## src/rtl/seq_divider_if.sv

```systemverilog
// Start/busy/done handshake and result bus for seq_divider.
// The caller drives through master; the divider sits on slave.
interface seq_divider_if #(
  parameter int WIDTH = 4
);
  logic             start;
  logic [WIDTH-1:0] dividend;
  logic [WIDTH-1:0] divisor;
  logic             busy;
  logic             done;
  logic [WIDTH-1:0] quotient;
  logic [WIDTH-1:0] remainder;
  logic             div_by_zero;
  logic             overflow;

  modport master (
    output start, dividend, divisor,
    input  busy, done, quotient, remainder, div_by_zero, overflow
  );

  modport slave (
    input  start, dividend, divisor,
    output busy, done, quotient, remainder, div_by_zero, overflow
  );
endinterface

```

## src/rtl/seq_divider.sv

```systemverilog
// seq_divider: multi-cycle restoring divider producing one quotient bit per clock.
// Define SEQ_DIV_SIGNED_EN for two's-complement operands (adds a FIX cycle and overflow).
module seq_divider #(
  parameter int WIDTH = 4
) (
  input  logic         clk,
  input  logic         rst,
  seq_divider_if.slave bus
);
  localparam int CNT_W = $clog2(WIDTH + 1);

  typedef enum logic [1:0] {
    ST_IDLE,
    ST_RUN,
    ST_DONE
`ifdef SEQ_DIV_SIGNED_EN
    , ST_FIX
`endif
  } state_t;

  state_t           state, state_nxt;
  logic [CNT_W-1:0] cnt;
  logic [WIDTH-1:0] rem_q, q_sr, dvs;
  logic [WIDTH-1:0] quo_r, rem_r;
  logic             dbz_r;
  logic             busy_c, done_c;
  logic             accept, div0, last;
  logic [WIDTH:0]   rem_sh, trial;
  logic [WIDTH-1:0] rem_step, q_step;
  logic [WIDTH-1:0] op_a, op_b;

  // a + ~b + 1 over WIDTH+1 bits; the top bit of the result is the carry (1 = no borrow).
  // b's extension bit is 0, so its complement is 1 and the carry is a[WIDTH] | low carry.
  function automatic logic [WIDTH:0] trial_sub(input logic [WIDTH:0] a,
                                               input logic [WIDTH-1:0] b);
    logic [WIDTH:0] lo;
    lo = {1'b0, a[WIDTH-1:0]} + {1'b0, ~b} + (WIDTH + 1)'(1);
    return {a[WIDTH] | lo[WIDTH], lo[WIDTH-1:0]};
  endfunction

`ifdef SEQ_DIV_SIGNED_EN
  function automatic logic [WIDTH-1:0] negate(input logic [WIDTH-1:0] x);
    return ~x + WIDTH'(1);
  endfunction

  function automatic logic [WIDTH-1:0] magnitude(input logic signed [WIDTH-1:0] x);
    return x[WIDTH-1] ? negate(x) : x;
  endfunction

  logic signed [WIDTH-1:0] dvd_s, dvs_s;
  logic                    sign_q, sign_r, ovf_pend, ovf_r, ovf_det;

  assign dvd_s   = bus.dividend;
  assign dvs_s   = bus.divisor;
  assign ovf_det = (bus.dividend == {1'b1, {(WIDTH-1){1'b0}}}) && (bus.divisor == '1);
  assign op_a    = magnitude(dvd_s);
  assign op_b    = magnitude(dvs_s);
  assign bus.overflow = ovf_r;
`else
  assign op_a    = bus.dividend;
  assign op_b    = bus.divisor;
  assign bus.overflow = 1'b0;
`endif

  assign accept = (state == ST_IDLE) && bus.start;
  assign div0   = (bus.divisor == '0);
  assign last   = (cnt == CNT_W'(WIDTH - 1));

  always_comb begin
    rem_sh   = {rem_q, q_sr[WIDTH-1]};
    trial    = trial_sub(rem_sh, dvs);
    rem_step = trial[WIDTH] ? trial[WIDTH-1:0] : rem_sh[WIDTH-1:0];
    q_step   = {q_sr[WIDTH-2:0], trial[WIDTH]};
  end

  always_ff @(posedge clk or posedge rst) begin
    if (rst) state <= ST_IDLE;
    else     state <= state_nxt;
  end

  always_comb begin
    state_nxt = state;
    case (state)
      ST_IDLE: if (bus.start) state_nxt = div0 ? ST_DONE : ST_RUN;
`ifdef SEQ_DIV_SIGNED_EN
      ST_RUN:  if (last) state_nxt = ST_FIX;
      ST_FIX:  state_nxt = ST_DONE;
`else
      ST_RUN:  if (last) state_nxt = ST_DONE;
`endif
      ST_DONE: state_nxt = ST_IDLE;
      default: state_nxt = ST_IDLE;
    endcase
  end

  always_comb begin
    busy_c = 1'b0;
    done_c = 1'b0;
    case (state)
      ST_RUN:  busy_c = 1'b1;
`ifdef SEQ_DIV_SIGNED_EN
      ST_FIX:  busy_c = 1'b1;
`endif
      ST_DONE: done_c = 1'b1;
      default: ;
    endcase
  end

  // Working registers: loaded on accept, stepped in RUN; never observed directly.
  always_ff @(posedge clk) begin
    if (accept) begin
      rem_q <= '0;
      q_sr  <= op_a;
      dvs   <= op_b;
    end else if (state == ST_RUN) begin
      rem_q <= rem_step;
      q_sr  <= q_step;
    end
  end

  // Result registers change only on entry to DONE (and flags clear on accept).
  always_ff @(posedge clk or posedge rst) begin
    if (rst) begin
      cnt   <= '0;
      quo_r <= '0;
      rem_r <= '0;
      dbz_r <= 1'b0;
`ifdef SEQ_DIV_SIGNED_EN
      sign_q   <= 1'b0;
      sign_r   <= 1'b0;
      ovf_pend <= 1'b0;
      ovf_r    <= 1'b0;
`endif
    end else if (accept) begin
      cnt   <= '0;
      dbz_r <= div0;
      if (div0) begin
        quo_r <= '1;
        rem_r <= bus.dividend;
      end
`ifdef SEQ_DIV_SIGNED_EN
      ovf_r    <= 1'b0;
      sign_q   <= dvd_s[WIDTH-1] ^ dvs_s[WIDTH-1];
      sign_r   <= dvd_s[WIDTH-1];
      ovf_pend <= ovf_det;
`endif
    end else if (state == ST_RUN) begin
      cnt <= cnt + CNT_W'(1);
`ifndef SEQ_DIV_SIGNED_EN
      if (last) begin
        quo_r <= q_step;
        rem_r <= rem_step;
      end
`endif
    end
`ifdef SEQ_DIV_SIGNED_EN
    else if (state == ST_FIX) begin
      quo_r <= sign_q ? negate(q_sr) : q_sr;
      rem_r <= sign_r ? negate(rem_q) : rem_q;
      ovf_r <= ovf_pend;
    end
`endif
  end

  assign bus.busy        = busy_c;
  assign bus.done        = done_c;
  assign bus.quotient    = quo_r;
  assign bus.remainder   = rem_r;
  assign bus.div_by_zero = dbz_r;
endmodule

```

## src/flat_wrapper.sv

```systemverilog
// flat-port wrapper written by rule: the top's interface ports become plain ports
module seq_divider_flat 
#(
  parameter int WIDTH = 4
)
  (clk, rst, bus_start, bus_dividend, bus_divisor, bus_busy, bus_done, bus_quotient, bus_remainder, bus_div_by_zero, bus_overflow);
  seq_divider_if #(.WIDTH(WIDTH)) bus_i ();
  input  logic clk;
  input  logic rst;
  input wire logic [$bits(bus_i.start)-1:0] bus_start;
  input wire logic [$bits(bus_i.dividend)-1:0] bus_dividend;
  input wire logic [$bits(bus_i.divisor)-1:0] bus_divisor;
  output wire logic [$bits(bus_i.busy)-1:0] bus_busy;
  output wire logic [$bits(bus_i.done)-1:0] bus_done;
  output wire logic [$bits(bus_i.quotient)-1:0] bus_quotient;
  output wire logic [$bits(bus_i.remainder)-1:0] bus_remainder;
  output wire logic [$bits(bus_i.div_by_zero)-1:0] bus_div_by_zero;
  output wire logic [$bits(bus_i.overflow)-1:0] bus_overflow;
  assign bus_i.start = bus_start;
  assign bus_i.dividend = bus_dividend;
  assign bus_i.divisor = bus_divisor;
  assign bus_busy = bus_i.busy;
  assign bus_done = bus_i.done;
  assign bus_quotient = bus_i.quotient;
  assign bus_remainder = bus_i.remainder;
  assign bus_div_by_zero = bus_i.div_by_zero;
  assign bus_overflow = bus_i.overflow;
  seq_divider #(.WIDTH(WIDTH)) u_core (.clk(clk), .rst(rst), .bus(bus_i));
endmodule
```

## config.mk

```make
export PLATFORM = sky130hd
export DESIGN_NAME = seq_divider_flat
export DESIGN_NICKNAME = d
export VERILOG_FILES = /design/src/rtl/seq_divider_if.sv /design/src/rtl/seq_divider.sv /design/src/flat_wrapper.sv
export SDC_FILE = /design/constraint.sdc
export NUM_CORES = 1
export LEC_CHECK = 0
export CAP_MARGIN = 30
export CORE_MARGIN = 2
export CORE_UTILIZATION = 46
export DETAILED_ROUTE_END_ITERATION = 16
export GPL_TIMING_DRIVEN = 1
export HOLD_SLACK_MARGIN = 0.02
export PLACE_DENSITY = 0.74
export SYNTH_ARGS = -nofsm -noshare
export SYNTH_HDL_FRONTEND = slang
export SYNTH_SLANG_ARGS = --single-unit
```

## constraint.sdc

```tcl
create_clock -name clk -period 1.82 [get_ports clk]
set_input_delay 0.364 -clock clk [delete_from_list [all_inputs] [get_ports clk]]
set_output_delay 0.364 -clock clk [all_outputs]
set_load 0.01 [all_outputs]
```

# Word-level counts from Yosys, hierarchy flattened
# Cells that the tools add are included.
classes:
  reduce_logical: 7
  eq_ne: 6
  n_mux: 19
  n_addsub: 3
  bitwise_logic: 2
ops:
  columns: ["op", "n"]
  rows:
  - ["4-bit 2-to-1 mux", 11]
  - ["2-bit 2-to-1 mux", 3]
  - ["3-bit 2-to-1 mux", 2]
  - ["4-bit by 4-bit adder with 5-bit output", 1]
  - ["5-bit by 1-bit adder with 5-bit output (second input constant)", 1]
  - ["4-bit logical NOT", 1]
  - ["2-bit inequality test (second input constant)", 2]
  - ["4-bit NOT", 1]
  - ["2-bit one-hot mux with 2 select lines", 1]
  - ["2-bit nonzero test", 2]
  - ["3-bit by 1-bit adder with 3-bit output (second input constant)", 1]
  - ["3-bit by 2-bit == test with 1-bit output (second input constant)", 1]
  - ["3-bit AND reduction", 1]
  - ["2-bit by 1-bit == test with 1-bit output (second input constant)", 1]
  - ["2-bit == test (second input constant)", 1]
  - ["2-bit logical NOT", 1]
  - ["1-bit 2-to-1 mux", 2]
  - ["2-bit by 1-bit inequality test with 1-bit output (second input constant)", 1]
  - ["2-bit AND reduction", 1]
  - ["1-bit logical AND", 1]
  - ["1-bit OR", 1]
word_totals:
  ff_bits: 26
  out_inout_bits: 12
  word_cells: 45
  input_bits: 11

# Longest topological paths before layout
# Gate-level depths: netlist (run 1).
depth:
  ltp_word: 8
  depth_mapped: 9
  mapped_depth_nobuf: 8

# Worst setup path after synthesis (run 1)
# No wires, ideal clock.
synth_path:
  path_kind: "flip-flop to flip-flop"
  from: "reg u_core.q_sr[3]"
  to: "reg u_core.rem_r[2], in the netlist u_core.bus.remainder[2]"
  stages_incl_launch_ff: 9
  setup_slack_ns: -0.004
  path_buffers: 0
  synth_period_minus_slack_ns: 1.824
  setup_ns: 0.121
  required_ns: 1.699
  arrival_ns: 1.703
  path_cell_list: "edfxtp_1 -> inv_1 -> ha_1 -> inv_1 -> fa_1 -> nand3_1 -> nand2_1 -> o221a_2 -> o22a_1"
synth_between:
  elab_chain_len: 7
synth_rtl:
  columns: ["item", "line_no", "text"]
  rows:
  - ["start: declaration", "seq_divider.sv:23", "logic [WIDTH-1:0] rem_q, q_sr, dvs;"]
  - ["start signal: assignment", "seq_divider.sv:113", "q_sr <= op_a;"]
  - ["start signal: assignment", "seq_divider.sv:117", "q_sr <= q_step;"]
  - ["4-bit by 4-bit adder with 5-bit output (*)", "seq_divider.sv:37", "lo = {1'b0, a[WIDTH-1:0]} + {1'b0, ~b} + (WIDTH + 1)'(1);"]
  - ["5-bit by 1-bit adder with 5-bit output (*)", "seq_divider.sv:37", null]
  - ["1-bit OR", "seq_divider.sv:38", "return {a[WIDTH] | lo[WIDTH], lo[WIDTH-1:0]};"]
  - ["4-bit 2-to-1 mux (*)", "seq_divider.sv:72", "rem_step = trial[WIDTH] ? trial[WIDTH-1:0] : rem_sh[WIDTH-1:0];"]
  - ["4-bit 2-to-1 mux (*)", "seq_divider.sv:150", "if (last) begin"]
  - ["4-bit 2-to-1 mux (*)", "seq_divider.sv:147", "end else if (state == ST_RUN) begin"]
  - ["4-bit 2-to-1 mux (*)", "seq_divider.sv:134", "end else if (accept) begin"]
  - ["end signal: assignment", "seq_divider.sv:139", "rem_r <= bus.dividend;"]
  - ["end signal: assignment", "seq_divider.sv:152", "rem_r <= rem_step;"]
  - ["end: declaration", "seq_divider.sv:24", "logic [WIDTH-1:0] quo_r, rem_r;"]
# Mark *: on every way between the ends. The rest lies on a longest branch, timed or not. The select of a mux whose other input is x is not followed.
# A chain may end at the register's enable or synchronous reset.

# Worst setup path after layout (run 1)
layout_path:
  from: "reg u_core.q_sr[3]"
  to: "reg u_core.rem_q[2]"
layout_between:
  elab_chain_len: 4
layout_rtl:
  columns: ["item", "line_no", "text"]
  rows:
  - ["4-bit by 4-bit adder with 5-bit output (*)", "seq_divider.sv:37", null]
  - ["5-bit by 1-bit adder with 5-bit output (*)", "seq_divider.sv:37", null]
  - ["1-bit OR", "seq_divider.sv:38", null]
  - ["4-bit 2-to-1 mux (*)", "seq_divider.sv:72", null]
  - ["end signal: assignment", "seq_divider.sv:116", "rem_q <= rem_step;"]
  - ["end: declaration", "seq_divider.sv:23", null]
# Mark *: on every way between the ends. The rest lies on a longest branch, timed or not.

==> results of run 1 <==
area by class of cell:
class	instances	area, um2	share of cell area (%)
clock buffer	3	22.52	1.254
clock inverter	1	30.03	1.672
inverter	12	45.04	2.509
multi-input combinational	77	626.9	34.91
sequential	26	670.6	37.35
tap	31	38.79	2.160
timing repair buffer	41	361.6	20.14
per-stage QoR:
step           instance area, um2  cells  hold slack (ps)  power [W]
3_3_place_gp                 1650    185            474.1   0.002751
4_1_cts                      1714    189            367.7   0.003278
2_1_floorplan                1304    120            253.2   0.002092
5_1_grt                      1795    191            390.5   0.003827
6_report                     1795    191            341.8   0.003587
3_5_place_dp                 1650    185            476.0   0.002839
layout by cell type, fill, tap and decap left out, types with 2 or more instances in the layout:
cell type / instances
inv_1: 9
ha_1: 5
nand3b_1: 3
nor2_1: 2
o21ai_0: 6
nand3_1: 3
clkinv_1: 2
clkbuf_4: 3
clkdlybuf4s50_1: 19
o22ai_2: 2
o21ai_2: 2
o22a_1: 7
edfxtp_1: 8
a211oi_2: 2
a21oi_2: 3
buf_4: 20
dfxtp_1: 4
a21oi_1: 6
nand2_1: 15
dfrtp_1: 14
power by group through the flow:
stage	logic, W	clock network (W)	registers [W]
detailed placement	0.00177	0	0.00107
global placement	0.00169	0	0.00106
CTS	0.00181	0.000411	0.00106
floorplan	0.00101	0	0.00108
global route	0.00230	0.000428	0.00110
finish	0.00210	0.000411	0.00107
per-layer routing:
| metal | track usage [%] | vias to the layer above | share of wire [%] |
|---|---|---|---|
| li1 | - | 502 | - |
| met1 | 22.91 | 512 | 38 |
| met2 | 35.14 | 36 | 54 |
| met3 | 2.494 | 13 | 4.4 |
| met4 | 8.970 | 0 | 4.0 |
| met5 | 0 | - | 0 |
how the worst min path moves through the flow:
stage	startpoint	end	slack, ps
after floorplan	rst	u_core.bus.div_by_zero	250
after global placement	u_core.bus.quotient[3]	u_core.bus.quotient[3]	470
after detailed placement	u_core.bus.div_by_zero	u_core.bus.div_by_zero	480
after CTS	rst	u_core.state[0]	370
after global routing	rst	u_core.bus.remainder[2]	390
final	rst	u_core.state[0]	340
sequential cells by signal (all words and copies together) (netlist names):
signal,cells
u_core.state,2
u_core.cnt,3
u_core.bus.remainder,4
u_core.bus.div_by_zero,1
u_core.rem_q,4
u_core.q_sr,4
u_core.dvs,4
u_core.bus.quotient,4
kinds of logic (layout without fill, tap and decap cells):
kind of cell               after synthesis  in the layout  synth area share, %
AOI/OAI and AO/OA                       36             36                21.20
DFF                                     26             26                51.64
and+or+nand+nor                         32             32                12.53
adders and majority gates                7              7                7.322
xor gates and xnor gates                 1              1               0.6745
other                                    1              1               0.2887
buffers and inverters                   17             57                6.359
repair_timing:
action	4_1_cts	5_1_grt
pin swaps	1	12
buffers inserted	0	2
setup endpoints to repair	11	10
gates resized for setup	4	17
==> reports/qor.csv, run 1 <==
metric;value;unit
Logic pwr share;58.6;%
total track usage;19.47;%
fin crit period;1912;ps
#FFs+latches synth;26;
synth top area cells;dfrtp_1, edfxtp_1, dfxtp_1, ha_1, o22a_1;
Num CTS Buffers;3;
DR pass1 iterations;4;
Crit Path Class;reg -> reg;
RSZ-0062 raised after global routing;yes;
cts hold-fix bufs;0;
clock power share;11.5;%
initial antenna violation count;0;
Internal;0.002189;W
Root Buffer;clkbuf_4;
largest net degree at the start of global routing;16;
worst-case reg-to-reg path depth;8;
antenna cells;0;
Mapped Nets;138;
status;finished, violations left;
via count;1063;
Switching Fraction;38.97;%
H-Tree Depth;1;
top-count cell post-synth;nand2_1;
mapped cell area;0.001299;mm2
HPWL after DPL;2220;um
Fin Setup TNS;-404.8;ps
layout cells sized above 1;28.75;%
Crit path largest cell delay;440;ps
GP Congestion;0.8492;
Post-Route Utilization;66.25;%
synthesized area per cell;10.82;um2
pwr dens;1998;mW/mm2
CTS clk-pin slew, worst paths;150;ps
pre-CTS setup slack;-178.7;ps
Async SR Flop Fraction;53.85;%
die area;0.003264;mm2
I/O pin cnt;23;
final-report hold violation count;0;
Filler cells;217;
failing checks;setup timing;
crit path setup slack, layout;-91.68;ps
top cells by count, synth;nand2_1, dfrtp_1, inv_1, a21oi_1, edfxtp_1;
Worst Setup Start Kind;flop;
Top FF cell, synth;dfrtp_1;
max cap viols;0;
Max Buffers Root-to-Sink;2;
Worst Path Max Fanout;5;
most area-hungry cell type in the Yosys netlist;dfrtp_1;
actual slew at the worst max-slew pin;551.9;ps
synthesis warning total;0;
P_sw;0.001398;W
critical path launch point;u_core.q_sr[3];
Skew-Pair Late Insertion Delay;340;ps
crit path to;u_core.rem_q[2];
nets@finish;179;
Cell Rows;19;
DR iter-0 viols;18;
fin crit share;105.0;%
Mapped Cells;120;
Initial Utilization;47.92;%
Setup crit end kind;flop;
Post-synth EDFFs;8;
worst endpoint required time;2060;ps
CTS tree;done;
share of the synthesized area in the top cell type;26.97;%
final WL;3236;um
Worst R2R Start;u_core.q_sr[3];
worst vdd ir;1337;uV
Routed Antenna Nets;0;
Area Growth Syn to Fin;38.25;%
WP buf/inv;2;
WL/cell;16.94;um
crit-path cells;inv_1 -> ha_2 -> inv_2 -> fa_2 -> nand3_4 -> nand2_4 -> o221a_4 -> o22a_1;
number of remaining DRC errors;0;
# setup viols final;6;
Die Ht;57.14;um
worst reg2reg path endpoint;u_core.rem_q[2];
Die W;57.14;um
Sink Count;26;
crit path DAT;2160;ps
fmax;523.1;MHz
share of total power in sequential cells;29.9;%
Hold Path Class;in -> async;
post-synthesis sequential area ratio;51.64;%
first-pass GRT wire length;4823;um
port bufs;21;
core area;0.002710;mm2
worst slew margin relative to its limit;63.17;%
grt ovf;0;
FF-to-FF setup slack;-90;ps
final slew viol count;0;
DR vias/cell;5.565;
CP Depth;8;
vias in the first global route;1110;
Lkg Pwr;0.7755;nW
Worst Clk Skew;9.792;ps
Distinct cells, synth;37;
Crit-path slowest cell;edfxtp_1;
CP top delay family;adder cells;
No activity file was read; power rests on OpenSTA's default activity.
==> run 2, diff against run 1 <==
- CAP_MARGIN: 30 -> 20
- SETUP_SLACK_MARGIN: default -> 0.02
==> reports/qor.csv, run 2 (synthesized netlist as in run 1, its figures left out) <==
metric;value;unit;change
most frequent cells in the layout;buf_4, clkdlybuf4s50_1, nand2_1, dfrtp_1, inv_1;;
largest net degree at the start of global routing;16;;unchanged
final slew viol count;0;;unchanged
Die Ht;57.14;um;unchanged
share of total power in sequential cells;29.5;%;-0.4 points
Setup crit end kind;flop;;
Root Buffer;clkbuf_4;;
CTS tree;done;;
status;finished, violations left;;
# setup viols final;7;;+1
clock power share;11.3;%;-0.2 points
Worst Clk Skew;9.839;ps;+0.04718 ps
grt ovf;0;;unchanged
die area;0.003264;mm2;unchanged
total track usage;19.57;%;+0.095 points
Cell Rows;19;;unchanged
final WL;3233;um;about the same
layout cells sized above 1;29.81;%;+1.1 points
worst slew margin relative to its limit;62.97;%;-0.20 points
initial antenna violation count;0;;unchanged
FF-to-FF setup slack;-110;ps;-20 ps
first-pass GRT wire length;4843;um;+0.41%
most common cell after layout, fill and taps aside;buf_4;;
via count;1069;;+0.56%
Internal;0.002226;W;+1.7%
Switching Fraction;38.84;%;-0.13 points
H-Tree Depth;1;;unchanged
Fin Setup TNS;-499.4;ps;-94.59 ps
Area Growth Syn to Fin;39.69;%;
antenna cells;0;;unchanged
Die W;57.14;um;unchanged
number of remaining DRC errors;0;;unchanged
Initial Utilization;47.92;%;unchanged
crit path DAT;2180;ps;+20 ps
Num CTS Buffers;3;;unchanged
crit path setup slack, layout;-111.3;ps;-19.60 ps
fmax;517.8;MHz;-1.0%
max cap viols;0;;unchanged
WL/cell;16.84;um;-0.61%
Crit Path Class;reg -> reg;;
Lkg Pwr;0.7834;nW;+1.0%
pwr dens;2006;mW/mm2;+0.43%
DR pass1 iterations;4;;unchanged
DR vias/cell;5.568;;about the same
Hold Path Class;in -> async;;
worst vdd ir;1339;uV;+0.15%
RSZ-0062 raised after global routing;yes;;
DR iter-0 viols;15;;-3
Max Buffers Root-to-Sink;2;;unchanged
fin crit period;1931;ps;+19.60 ps
failing checks;setup timing;;
Skew-Pair Late Insertion Delay;340;ps;about the same
final-report hold violation count;0;;unchanged
I/O pin cnt;23;;unchanged
Routed Antenna Nets;0;;unchanged
CTS clk-pin slew, worst paths;150;ps;about the same
core area;0.002710;mm2;unchanged
HPWL after DPL;2220;um;unchanged
worst endpoint required time;2070;ps;about the same
GP Congestion;0.8492;;unchanged
pre-CTS setup slack;-178.7;ps;unchanged
fin crit share;106.1;%;+1.1 points
P_sw;0.001414;W;+1.1%
Worst Setup Start Kind;flop;;
cts hold-fix bufs;0;;unchanged
Logic pwr share;59.2;%;+0.6 points
port bufs;21;;unchanged
nets@finish;180;;+0.56%
vias in the first global route;1116;;+0.54%
actual slew at the worst max-slew pin;554.9;ps;+2.996 ps
Worst Path Max Fanout;5;;unchanged
Sink Count;26;;unchanged
[run 2: changes by cell type in the layout (fill, tap and decap cells not counted)]
cell	before	now
nand2b_4	0	1
nand2b_1	1	0
buf_6	0	1
[run 2: worst paths after layout]
kind / endpoint / from / cells past startpoint
max: u_core.rem_q[2] / u_core.q_sr[3] / 8
min: u_core.state[0] / rst / 2
max reg2reg: u_core.rem_q[2] / u_core.q_sr[3] / 8
min reg2reg: u_core.bus.quotient[2] / u_core.bus.quotient[2] / 1
max in group asynchronous: u_core.bus.remainder[0] / rst / 2
min in group clk: u_core.bus.quotient[2] / u_core.bus.quotient[2] / 1
[run 2: repair_timing]
action | in CTS | in global routing
endpoints found under the setup margin | 12 | 12
pin swaps | 1 | 13
buffers inserted | 1 | 3
resized for setup | 5 | 18
[run 2: through the flow]
step / total power [W] / hold WS [ps] / instances / utilization (%) / area [um2]
after CTS: 0.003298 / 367.7 / 190 / 63.57 / 1723
final: 0.003640 / 342.0 / 192 / 66.94 / 1814
after floorplan: 0.002092 / 253.2 / 120 / - / 1304
after global placement: 0.002751 / 474.1 / 185 / 60.90 / 1650
after global routing: 0.003868 / 390.5 / 192 / 66.94 / 1814
after detailed placement: 0.002839 / 476.0 / 185 / 60.90 / 1650
[run 2: cell type report]
cell class	instances	area, um2
fillers	209	895.9
flip-flops and latches	26	670.6
multi-input cells	77	634.4
repair buffers	42	372.9
inverters	12	45.04
well taps	31	38.79
clock inverters	1	30.03
clock buffers	3	22.52
[run 2: power by group through the flow]
| stage | sequential, W | clock [W] | combinational (W) |
|---|---|---|---|
| after floorplan | 0.00108 | 0 | 0.00101 |
| after global placement | 0.00106 | 0 | 0.00169 |
| after detailed placement | 0.00107 | 0 | 0.00177 |
| after CTS | 0.00105 | 0.000411 | 0.00184 |
| after global routing | 0.00109 | 0.000428 | 0.00235 |
| final | 0.00107 | 0.000411 | 0.00216 |
[run 2: layer usage]
layer,up-vias,routed length [um],part of all wire (%),GRT usage [%]
li1,506,-,-,-
met5,-,0,0,0
met3,7,86,2.7,2.494
met1,533,1305,40,22.91
met4,0,85,2.6,8.970
met2,23,1756,54,35.47
[run 2: worst max-delay path, cell delays in order (launching register included)]
cell      delay, ps
edfxtp_1        450
inv_1            90
ha_2            180
inv_2            40
fa_2            440
nand3_4         130
nand2_4          70
o221a_4         280
o22a_1          150
==> run 3, diff against run 2 <==
- CORE_UTILIZATION: 46 -> 55
- DONT_BUFFER_PORTS: default -> 1
- PLACE_DENSITY: 0.74 -> 0.73
==> reports/qor.csv, run 3 (synthesized netlist as in run 1, its figures left out) <==
metric;value;unit;change
status;finished, violations left;;
failing checks;setup timing;;
first-pass GRT wire length;4236;um;-13%
nets@finish;149;;-17%
layout cells sized above 1;24.62;%;-5.2 points
number of remaining DRC errors;0;;unchanged
final WL;2635;um;-18%
fmax;548.5;MHz;+5.9%
Post-Route Utilization;66.86;%;-0.088 points
Crit path largest cell delay;420;ps;-30 ps
Worst Path Max Fanout;3;;-2
Num CTS Buffers;3;;unchanged
crit-path cells;inv_1 -> ha_2 -> inv_2 -> fa_2 -> o21a_1 -> nor3_2 -> o221a_4 -> o22a_1;;
worst slew margin relative to its limit;63.11;%;+0.14 points
HPWL after DPL;1882;um;-15%
total track usage;21.35;%;+1.8 points
Cell Rows;17;;-2
Initial Utilization;58.71;%;+11 points
pwr dens;2016;mW/mm2;+0.48%
port bufs;0;;-100%
via count;914;;-14%
grt ovf;0;;unchanged
Hold Path Class;in -> reg;;
Die W;52.60;um;-7.9%
initial antenna violation count;0;;unchanged
Lkg Pwr;0.6168;nW;-21%
antenna cells;0;;unchanged
fin cells;158;;-18%
worst-case reg-to-reg path depth;8;;unchanged
GP Congestion;0.7770;;-8.5%
worst vdd ir;1217;uV;-9.1%
clock power share;9.9;%;-1.4 points
Logic pwr share;52.3;%;-6.9 points
Switching Fraction;41.63;%;+2.8 points
most frequent cells in the layout;nand2_1, dfrtp_1, a21oi_1, inv_1, buf_4;;
crit path DAT;2100;ps;-80 ps
hold path depth;0;;
Skew-Pair Late Insertion Delay;320;ps;-20 ps
pre-CTS setup slack;-96.03;ps;+82.67 ps
share of total power in sequential cells;37.8;%;+8.3 points
vias in the first global route;934;;-16%
core area;0.002212;mm2;-18%
worst endpoint required time;2100;ps;+30 ps
Setup crit end kind;flop;;
Area Growth Syn to Fin;13.87;%;
Routed Antenna Nets;0;;unchanged
P_sw;0.001241;W;-12%
Crit Path Class;reg -> reg;;
# setup viols final;1;;-6
most common cell after layout, fill and taps aside;nand2_1;;
H-Tree Depth;1;;unchanged
Root Buffer;clkbuf_4;;
DR vias/cell;5.785;;+3.9%
Max Buffers Root-to-Sink;2;;unchanged
actual slew at the worst max-slew pin;552.8;ps;-2.145 ps
fin crit period;1823;ps;-108.2 ps
Worst Clk Skew;8.502;ps;-1.337 ps
CTS tree;done;;
total power;0.002982;W;-18%
die area;0.002766;mm2;-15%
I/O pin cnt;23;;unchanged
CTS clk-pin slew, worst paths;140;ps;about the same
Die Ht;52.60;um;-7.9%
DR pass1 iterations;6;;+2
largest net degree at the start of global routing;15;;-1
Internal;0.001740;W;-22%
# placed instances;150;;-19%
final-report hold violation count;0;;unchanged
RSZ-0062 raised after global routing;yes;;
max cap viols;0;;unchanged
Crit-path slowest cell;edfxtp_1;;
Filler cells;174;;-17%
DR iter-0 viols;23;;+8
fin crit share;100.2;%;-5.9 points
final hold slack;131.9;ps;-210.1 ps
WL/cell;16.68;um;-0.96%
Worst Setup Start Kind;flop;;
Sink Count;26;;unchanged
final slew viol count;0;;unchanged
crit path setup slack, layout;-3.083;ps;+108.2 ps
==> run 3: power groups by stage <==
| stage | Sequential [W] | Clock [W] | Combinational [W] |
|---|---|---|---|
| after CTS | 0.00112 | 0.000300 | 0.00141 |
| after floorplan | 0.00108 | 0 | 0.00101 |
| after detailed placement | 0.00113 | 0 | 0.00129 |
| after global placement | 0.00112 | 0 | 0.00125 |
| final | 0.00113 | 0.000294 | 0.00156 |
| after global routing | 0.00116 | 0.000319 | 0.00171 |
==> run 3: worst paths after layout <==
kind | slack (ps) | end | startpoint
setup / recovery | -3 | u_core.bus.remainder[2] | u_core.q_sr[3]
hold / removal | 130 | u_core.dvs[1] | bus_divisor[1]
setup reg to reg | -3 | u_core.bus.remainder[2] | u_core.q_sr[3]
hold reg to reg | 530 | u_core.cnt[2] | u_core.cnt[2]
max in group asynchronous | 950 | u_core.bus.remainder[1] | rst
min in group asynchronous | 500 | u_core.cnt[2] | rst
==> run 3: area by class of cell <==
class	instances	area [um2]	area share (%)
clock buffer	4	36.28	2.453
timing repair buffer	11	88.84	6.007
inverter	12	45.04	3.046
multi-input combinational	77	603.1	40.78
sequential	26	670.6	45.35
tap	28	35.03	2.369
==> run 3: routing by layer <==
layer	track usage, %	part of all wire (%)	vias to the layer above
met1	26.21	44	439
met5	0	0	-
met3	3.714	4.8	4
met4	6.410	0.95	0
met2	37.92	50	25
li1	-	-	446
==> run 3: critical path, delay by kind of cell, from the launching register on <==
| kind | cells | cell delay (ps) |
|---|---|---|
| buffers and inverters | 2 | 130 |
| DFF | 1 | 420 |
| adders and majority gates | 2 | 570 |
| and+or+nand+nor | 1 | 130 |
| AOI/OAI and AO/OA | 3 | 540 |
==> run 3: stage by stage <==
stage | setup TNS (ps) | area [um2]
final | -3.083 | 1479
after global routing | -546.0 | 1479
after CTS | -10.29 | 1443
after detailed placement | -300.5 | 1354
after global placement | -28.98 | 1354
after floorplan | 0 | 1304
==> run 3: timing repair <==
| item | CTS | global route |
|---|---|---|
| hold buffers | 1 | 0 |
| setup buffers | 2 | 1 |
| endpoints found under the hold margin | 14 | 0 |
| endpoints found under the setup margin | 10 | 10 |
| pin swaps | 6 | 5 |
| gates resized for setup | 8 | 6 |
